<file path="src/rtl/ai_col_scheduler_pkg.sv">
// ai_col_scheduler_pkg: board dimensions, score limits, state encoding and visit-order tables.
package ai_col_scheduler_pkg;
    localparam int NUM_COLS = 7;
    localparam int NUM_ROWS = 6;
    localparam int CNT_W    = 3;
    localparam int COL_W    = 3;
    localparam int SCORE_W  = 16;
    localparam int FIELD_W  = NUM_COLS * NUM_ROWS;
    localparam int PILED_W  = NUM_COLS * CNT_W;
    localparam logic signed [SCORE_W-1:0] SCORE_MIN = $signed({1'b1, {(SCORE_W-1){1'b0}}});
    localparam logic [CNT_W-1:0] FULL_CNT = CNT_W'(NUM_ROWS);
    localparam logic [COL_W-1:0] LAST_IDX = COL_W'(NUM_COLS - 1);
    typedef enum logic [1:0] {S_IDLE, S_CHECK, S_REQ, S_DONE} state_e;
    // Visit index i lives at bits [i*COL_W +: COL_W].
    localparam logic [NUM_COLS*COL_W-1:0] ORDER_LINEAR = {3'd6, 3'd5, 3'd4, 3'd3, 3'd2, 3'd1, 3'd0};
    localparam logic [NUM_COLS*COL_W-1:0] ORDER_CENTER = {3'd6, 3'd0, 3'd5, 3'd1, 3'd4, 3'd2, 3'd3};
endpackage

</file>
<file path="src/rtl/ai_col_scheduler_col_order.sv">
// m_col_order: maps a visit index to a board column.
// CENTER_FIRST_ORDER_EN selects the centre-out order instead of left-to-right.
module m_col_order
    import ai_col_scheduler_pkg::*;
(
    input  logic [COL_W-1:0] idx_i,
    output logic [COL_W-1:0] col_o
);
`ifdef CENTER_FIRST_ORDER_EN
    assign col_o = ORDER_CENTER[idx_i*COL_W +: COL_W];
`else
    assign col_o = ORDER_LINEAR[idx_i*COL_W +: COL_W];
`endif
endmodule

</file>
<file path="src/rtl/ai_col_scheduler.sv">
// ai_col_scheduler: walks all non-full columns through a shared evaluator and reports the best one.
// Visit order comes from m_col_order (CENTER_FIRST_ORDER_EN selects centre-first).
module ai_col_scheduler
    import ai_col_scheduler_pkg::*;
(
    input  logic                      w_clk,
    input  logic                      w_rst,
    input  logic                      i_start,
    input  logic                      i_abort,
    input  logic [FIELD_W-1:0]        i_me_field,
    input  logic [FIELD_W-1:0]        i_op_field,
    input  logic [PILED_W-1:0]        i_piled_array,
    output logic                      o_eval_req,
    output logic [COL_W-1:0]          o_eval_col,
    output logic [FIELD_W-1:0]        o_eval_me_field,
    output logic [FIELD_W-1:0]        o_eval_op_field,
    output logic [PILED_W-1:0]        o_eval_piled,
    input  logic                      i_eval_ack,
    input  logic                      i_eval_legal,
    input  logic signed [SCORE_W-1:0] i_eval_score,
    output logic                      o_busy,
    output logic                      o_done,
    output logic [COL_W-1:0]          o_best_col,
    output logic signed [SCORE_W-1:0] o_best_score,
    output logic                      o_no_move
);
    state_e                     state_q;
    logic [COL_W-1:0]           idx_q;
    logic [COL_W-1:0]           col;
    logic [COL_W-1:0]           run_col_q;
    logic signed [SCORE_W-1:0]  run_score_q;
    logic                       found_q;
    logic                       full;
    logic                       last;
    logic                       take;
    logic                       go_done;
    logic [COL_W-1:0]           best_col_d;
    logic signed [SCORE_W-1:0]  best_score_d;
    logic                       found_d;

    m_col_order u_order (.idx_i(idx_q), .col_o(col));

    // Fullness is judged on the snapshot so the whole search sees one board.
    assign full         = o_eval_piled[col*CNT_W +: CNT_W] >= FULL_CNT;
    assign last         = idx_q == LAST_IDX;
    assign take         = state_q == S_REQ && i_eval_ack && i_eval_legal &&
                          (!found_q || i_eval_score > run_score_q);
    assign best_col_d   = take ? col : run_col_q;
    assign best_score_d = take ? i_eval_score : run_score_q;
    assign found_d      = take | found_q;
    assign go_done      = last && ((state_q == S_CHECK && full) || (state_q == S_REQ && i_eval_ack));

    assign o_eval_req = state_q == S_REQ;
    assign o_eval_col = o_eval_req ? col : '0;
    assign o_busy     = state_q == S_CHECK || state_q == S_REQ;
    assign o_done     = state_q == S_DONE;

    always_ff @(posedge w_clk or posedge w_rst) begin
        if (w_rst) begin
            state_q         <= S_IDLE;
            idx_q           <= '0;
            o_eval_me_field <= '0;
            o_eval_op_field <= '0;
            o_eval_piled    <= '0;
            run_col_q       <= '0;
            run_score_q     <= '0;
            found_q         <= 1'b0;
            o_best_col      <= '0;
            o_best_score    <= '0;
            o_no_move       <= 1'b0;
        end else if (i_abort) begin
            state_q <= S_IDLE;
        end else begin
            case (state_q)
                S_IDLE: if (i_start) begin
                    state_q         <= S_CHECK;
                    idx_q           <= '0;
                    o_eval_me_field <= i_me_field;
                    o_eval_op_field <= i_op_field;
                    o_eval_piled    <= i_piled_array;
                    run_col_q       <= '0;
                    run_score_q     <= SCORE_MIN;
                    found_q         <= 1'b0;
                end
                S_CHECK: if (full) begin
                    idx_q   <= idx_q + 1'b1;
                    state_q <= last ? S_DONE : S_CHECK;
                end else begin
                    state_q <= S_REQ;
                end
                S_REQ: if (i_eval_ack) begin
                    run_col_q   <= best_col_d;
                    run_score_q <= best_score_d;
                    found_q     <= found_d;
                    idx_q       <= idx_q + 1'b1;
                    state_q     <= last ? S_DONE : S_CHECK;
                end
                default: state_q <= S_IDLE;
            endcase
            // Results are published on entry to DONE so they are valid alongside o_done.
            if (go_done) begin
                o_best_col   <= best_col_d;
                o_best_score <= best_score_d;
                o_no_move    <= !found_d;
            end
        end
    end
endmodule

</file>
<file path="config.mk">
export PLATFORM = sky130hd
export DESIGN_NAME = ai_col_scheduler
export DESIGN_NICKNAME = d
export VERILOG_FILES = /design/src/rtl/ai_col_scheduler_pkg.sv /design/src/rtl/ai_col_scheduler_col_order.sv /design/src/rtl/ai_col_scheduler.sv
export SDC_FILE = /design/constraint.sdc
export NUM_CORES = 1
export LEC_CHECK = 0
export ABC_CLOCK_PERIOD_IN_PS = 3650
export BUFFER_PORTS_ARGS = -buffer_cell sky130_fd_sc_hd__buf_2
export CORE_UTILIZATION = 30
export CTS_BUF_LIST = sky130_fd_sc_hd__clkbuf_2
export DETAILED_ROUTE_END_ITERATION = 7
export GPL_ROUTABILITY_DRIVEN = 0
export PLACE_DENSITY = 0.55
export SLEW_MARGIN = 30
export SYNTH_ARGS = -nofsm -noshare
export SYNTH_HDL_FRONTEND = slang
export SYNTH_HIERARCHICAL = 1
export SYNTH_SLANG_ARGS = --single-unit
</file>
<file path="constraint.sdc">
create_clock -name w_clk -period 3.65 [get_ports w_clk]
set_input_delay 0 -clock w_clk [delete_from_list [all_inputs] [get_ports w_clk]]
set_output_delay 0 -clock w_clk [all_outputs]
set_load 0.005 [all_outputs]
</file>
==> impl_metrics.py, run 1 <==
metrics = {
    "logic_synthesis": {
        "synth_area_um2": 6570,
        "synth_cell_types": 47,
        "dominantRegCellSynth": "dfrtp_1",
        "syn_nets": 605,
        "synth_top_family_by_area": "multiplexers",
        "yosysWarnings": 6,
        "synth_area_leaders": "dfrtp_1 57%, mux2_2 21%, mux2_4 4.6%",
        "synthAdderAreaFrac": 0.0419,
        "synthMuxAreaShare": 0.263,
        "synth-seq-cells": 150,
        "synth-compound-area-share": 0.0625,
        "synth_most_common_cell": "dfrtp_1",
        "synth_top_area_frac": 0.571,
        "synthArstFlopShare": 1.00,
        "synth_sequential_area_ratio": 0.571,
        "syn_inst": 456,
        "synth_edf_count": 0,
        "synthSimpleGateAreaFrac": 0.0318,
        "synthTopCellsByCount": "150 x dfrtp_1, 123 x mux2_2, 27 x inv_1",
        "avgSynthCellArea_um2": 14.4,
        "yosys.area.top_type": "dfrtp_1",
        "synthXorXnorAreaFrac": 0,
    },
    "cts": {
        "cts_setup_buffers": 0,
        "numClockSinks": 150,
        "cts_buffers": 17,
        "cts-root-buf": "clkbuf_2",
        "cts_resized": 0,
        "cts_max_level": 4,
        "cts_hold_buf": 202,
        "cts.path.max_buffers": 2,
    },
    "die": {
        "rows": 53,
        "fp.dieH_um": 150,
        "start_util": 0.310,
        "io_pins": 258,
        "die_w_um": 150,
    },
    "run_status": {
        "error_line": "[ERROR RSZ-0060] Max buffer count reached.",
        "outcome": "aborted with a tool error",
        "lastStage": "4_1_cts",
    },
    "placement": {
        "dp_hpwl_um": 11700,
        "numPortBuffers": 257,
    },
}
logic make-up after synthesis:
kind of cell | count (synthesis)
compound gates | 53
fa+ha+maj | 22
buf+inv | 46
flops | 150
mux | 146
simple gates | 39
stage by stage:
stage | std cells | setup WS, ps | cell area, µm² | hold WS, ps
after floorplan | 456 | 1080 | 6570 | 140
after global placement | 975 | 708 | 8170 | 231
after detailed placement | 975 | 716 | 8170 | 236
==> inputs of run 2 (changes only) <==
--- a/config.mk
+++ b/config.mk
@@ -5,13 +5,12 @@
 export SDC_FILE = /design/constraint.sdc
 export NUM_CORES = 1
 export LEC_CHECK = 0
-export ABC_CLOCK_PERIOD_IN_PS = 3650
+export ABC_CLOCK_PERIOD_IN_PS = 4700
 export BUFFER_PORTS_ARGS = -buffer_cell sky130_fd_sc_hd__buf_2
-export CORE_UTILIZATION = 30
-export CTS_BUF_LIST = sky130_fd_sc_hd__clkbuf_2
+export CORE_UTILIZATION = 20
 export DETAILED_ROUTE_END_ITERATION = 7
 export GPL_ROUTABILITY_DRIVEN = 0
-export PLACE_DENSITY = 0.55
+export PLACE_DENSITY_LB_ADDON = 0.15
 export SLEW_MARGIN = 30
 export SYNTH_ARGS = -nofsm -noshare
 export SYNTH_HDL_FRONTEND = slang
==> constraint.sdc (replaced) <==
create_clock -name w_clk -period 4.7 [get_ports w_clk]
set_input_delay 0 -clock w_clk [delete_from_list [all_inputs] [get_ports w_clk]]
set_output_delay 0 -clock w_clk [all_outputs]
set_load 0.005 [all_outputs]
==> run 2 against run 1 <==
The run now ends clean; area after synthesis unchanged; synthesized cell count is the same.
==> impl_metrics.py, run 2 <==
metrics = {
    "timing": {
        "finalCritPeriodShare": 0.633,
        "relSlewSlack": 0.419,
        "whs_ps": 108,
        "setup_viol": 0,
        "fmax_mhz": 336,
        "setup_tns_ps": 0,
        "slew_viol_final": 0,
        "hold_viol": 0,
        "rsz0062_at_grt": "false",
        "period_minus_slack_ps": 2970,
        "worst_pin_slew_ps": 872,
        "finClkSkew_ps": 10.4,
    },
    "cts": {
        "numClockSinks": 150,
        "cts_hold_buf": 126,
        "cts_setup_buffers": 0,
        "cts.path.max_buffers": 2,
        "cts_buffers": 17,
        "cts_resized": 0,
        "cts_max_level": 4,
        "clkSlewWorstSetupHoldPaths_ps": 70,
        "clock_latency_ps": 440,
        "cts_tree": "done",
        "cts-root-buf": "clkbuf_16",
    },
    "route": {
        "routed_wl_um": 19000,
        "first_iter_violations": 164,
        "via_per_inst": 3.83,
        "wire_per_inst_um": 14.6,
        "dr.pass1.iters": 4,
        "vias": 4982,
        "ant_nets": 0,
        "post-route-drc-count": 0,
    },
    "placement": {
        "dp_hpwl_um": 13100,
        "numPortBuffers": 257,
    },
    "cells_and_area": {
        "mostFrequentLayoutCells": "257 x buf_2, 150 x dfrtp_1, 126 x dlygate4sd3_1",
        "nets": 995,
        "diodes": 0,
        "syn2layout_area_growth_pct": 56.5,
        "drive_gt1_frac": 0.524,
        "final_common_cell": "buf_2",
        "fill_cells": 3353,
        "largestRegisters": "o_eval_me_field (42), o_eval_op_field (42), o_eval_piled (21)",
    },
    "logic_synthesis": {
        "synth_edf_count": 0,
        "synth_sequential_area_ratio": 0.571,
        "synth_top_area_frac": 0.571,
        "syn_nets": 605,
        "synthTopCellsByCount": "150 x dfrtp_1, 123 x mux2_2, 27 x inv_1",
        "yosysWarnings": 6,
        "dominantRegCellSynth": "dfrtp_1",
        "synth_area_leaders": "dfrtp_1 57%, mux2_2 21%, mux2_4 4.6%",
        "avgSynthCellArea_um2": 14.4,
        "synth_most_common_cell": "dfrtp_1",
        "synthArstFlopShare": 1.00,
        "synth-seq-cells": 150,
        "yosys.area.top_type": "dfrtp_1",
        "synth_area_um2": 6570,
        "synth_cell_types": 47,
        "syn_inst": 456,
    },
    "die": {
        "core_um2": 32500,
        "fp.dieH_um": 183,
        "io_pins": 258,
        "start_util": 0.202,
        "rows": 66,
        "die_area_um2": 33600,
        "die_w_um": 183,
    },
    "worst_hold_path": {
        "hold_start": "i_eval_legal",
        "min_path_type": "in2reg",
        "holdPathStages": 3,
    },
    "global_routing": {
        "track_usage": 0.120,
        "grt_max_degree": 93,
        "gr-total-overflow": 0,
        "grt_pass1_vias": 5523,
        "antenna_found_initial": 0,
        "grt_pass1_wl_um": 30400,
    },
    "setup_path": {
        "r2r-start": "state_q[0]$_DFFE_PP0P_",
        "startpoint_type": "flop",
        "cp-startpoint": "state_q[0]$_DFFE_PP0P_",
        "path_max_fanout": 10,
        "crit_type": "reg2reg",
        "end_kind": "flop",
        "worstPathArrival_ps": 3350,
        "crit_required_ps": 5070,
        "r2r_cells": 9,
    },
    "power_and_ir_drop": {
        "vdd_drop_max_v": 0.000263,
        "p_per_area_nw_per_um2": 457,
        "p_leak_nw": 4.93,
    },
    "run_status": {
        "outcome": "complete, no violations",
    },
    "job": {
        "drv_cap": 0,
    },
}
[run 2: area by class of cell]
class | count | area [µm²] | area share
Sequential cell | 150 | 3750 | 0.365
Inverter | 27 | 109 | 0.0106
Multi-Input combinational cell | 260 | 2620 | 0.255
Timing Repair Buffer | 390 | 2600 | 0.253
Clock buffer | 17 | 425 | 0.0414
Tap cell | 442 | 553 | 0.0538
Clock inverter | 14 | 214 | 0.0208
[run 2: cell families (layout without fill, tap and decap cells)]
logic type	Yosys count	in the layout	share of synthesized area
DFF	150	150	0.571
and+or+nand+nor	39	39	0.0318
AOI/OAI and AO/OA	53	53	0.0625
muxes	146	146	0.263
buffers and inverters	46	448	0.0295
adders and majority gates	22	22	0.0419
[run 2: metal layers]
| metal | share of wire | track usage |
|---|---|---|
| met5 | 0 | 0 |
| met1 | 0.43 | 0.140 |
| met4 | 0.013 | 0.0390 |
| met3 | 0.078 | 0.0528 |
| met2 | 0.48 | 0.195 |
[run 2: worst paths after layout]
check | endpoint | slack [ps]
max in group asynchronous | o_eval_piled[13]$_DFFE_PP0P_ | 3570
worst max register to register | found_q$_DFFE_PP0P_ | 1730
worst min register to register | o_eval_op_field[20]$_DFFE_PP0P_ | 500
worst max-delay path | found_q$_DFFE_PP0P_ | 1730
min in group asynchronous | o_eval_op_field[13]$_DFFE_PP0P_ | 220
worst min-delay path | o_no_move$_DFFE_PP0P_ | 110
[run 2: critical path, stage by stage (launching register included)]
cell and delay (ps):
dfrtp_1 390, inv_1 80, ha_1 320, inv_1 200, o22ai_1 160, nor3_1 370, a31oi_1 130, dlygate4sd3_1 570
a21oi_1 130, dlygate4sd3_1 560
[run 2: metrics by stage]
step | worst slack, ps | util | std cells | cell area, µm² | power, mW
6_report | 1730 | 0.317 | 1300 | 10300 | 4.70
2_1_floorplan | 664 | - | 456 | 6570 | 2.49
3_5_place_dp | 1670 | 0.258 | 1143 | 8380 | 3.12
3_3_place_gp | 1760 | 0.258 | 1143 | 8370 | 3.12
4_1_cts | 1670 | 0.317 | 1300 | 10300 | 4.79
5_1_grt | 1410 | 0.317 | 1300 | 10300 | 5.01
[run 2: where the power goes]
part | leakage, nW | internal, mW | switching (mW)
Combinational | 2.78 | 0.739 | 0.538
Sequential | 1.84 | 1.68 | 0.211
Clock | 0.311 | 0.906 | 0.632
Total | 4.93 | 3.32 | 1.38
(Power assumes the default switching activity.)
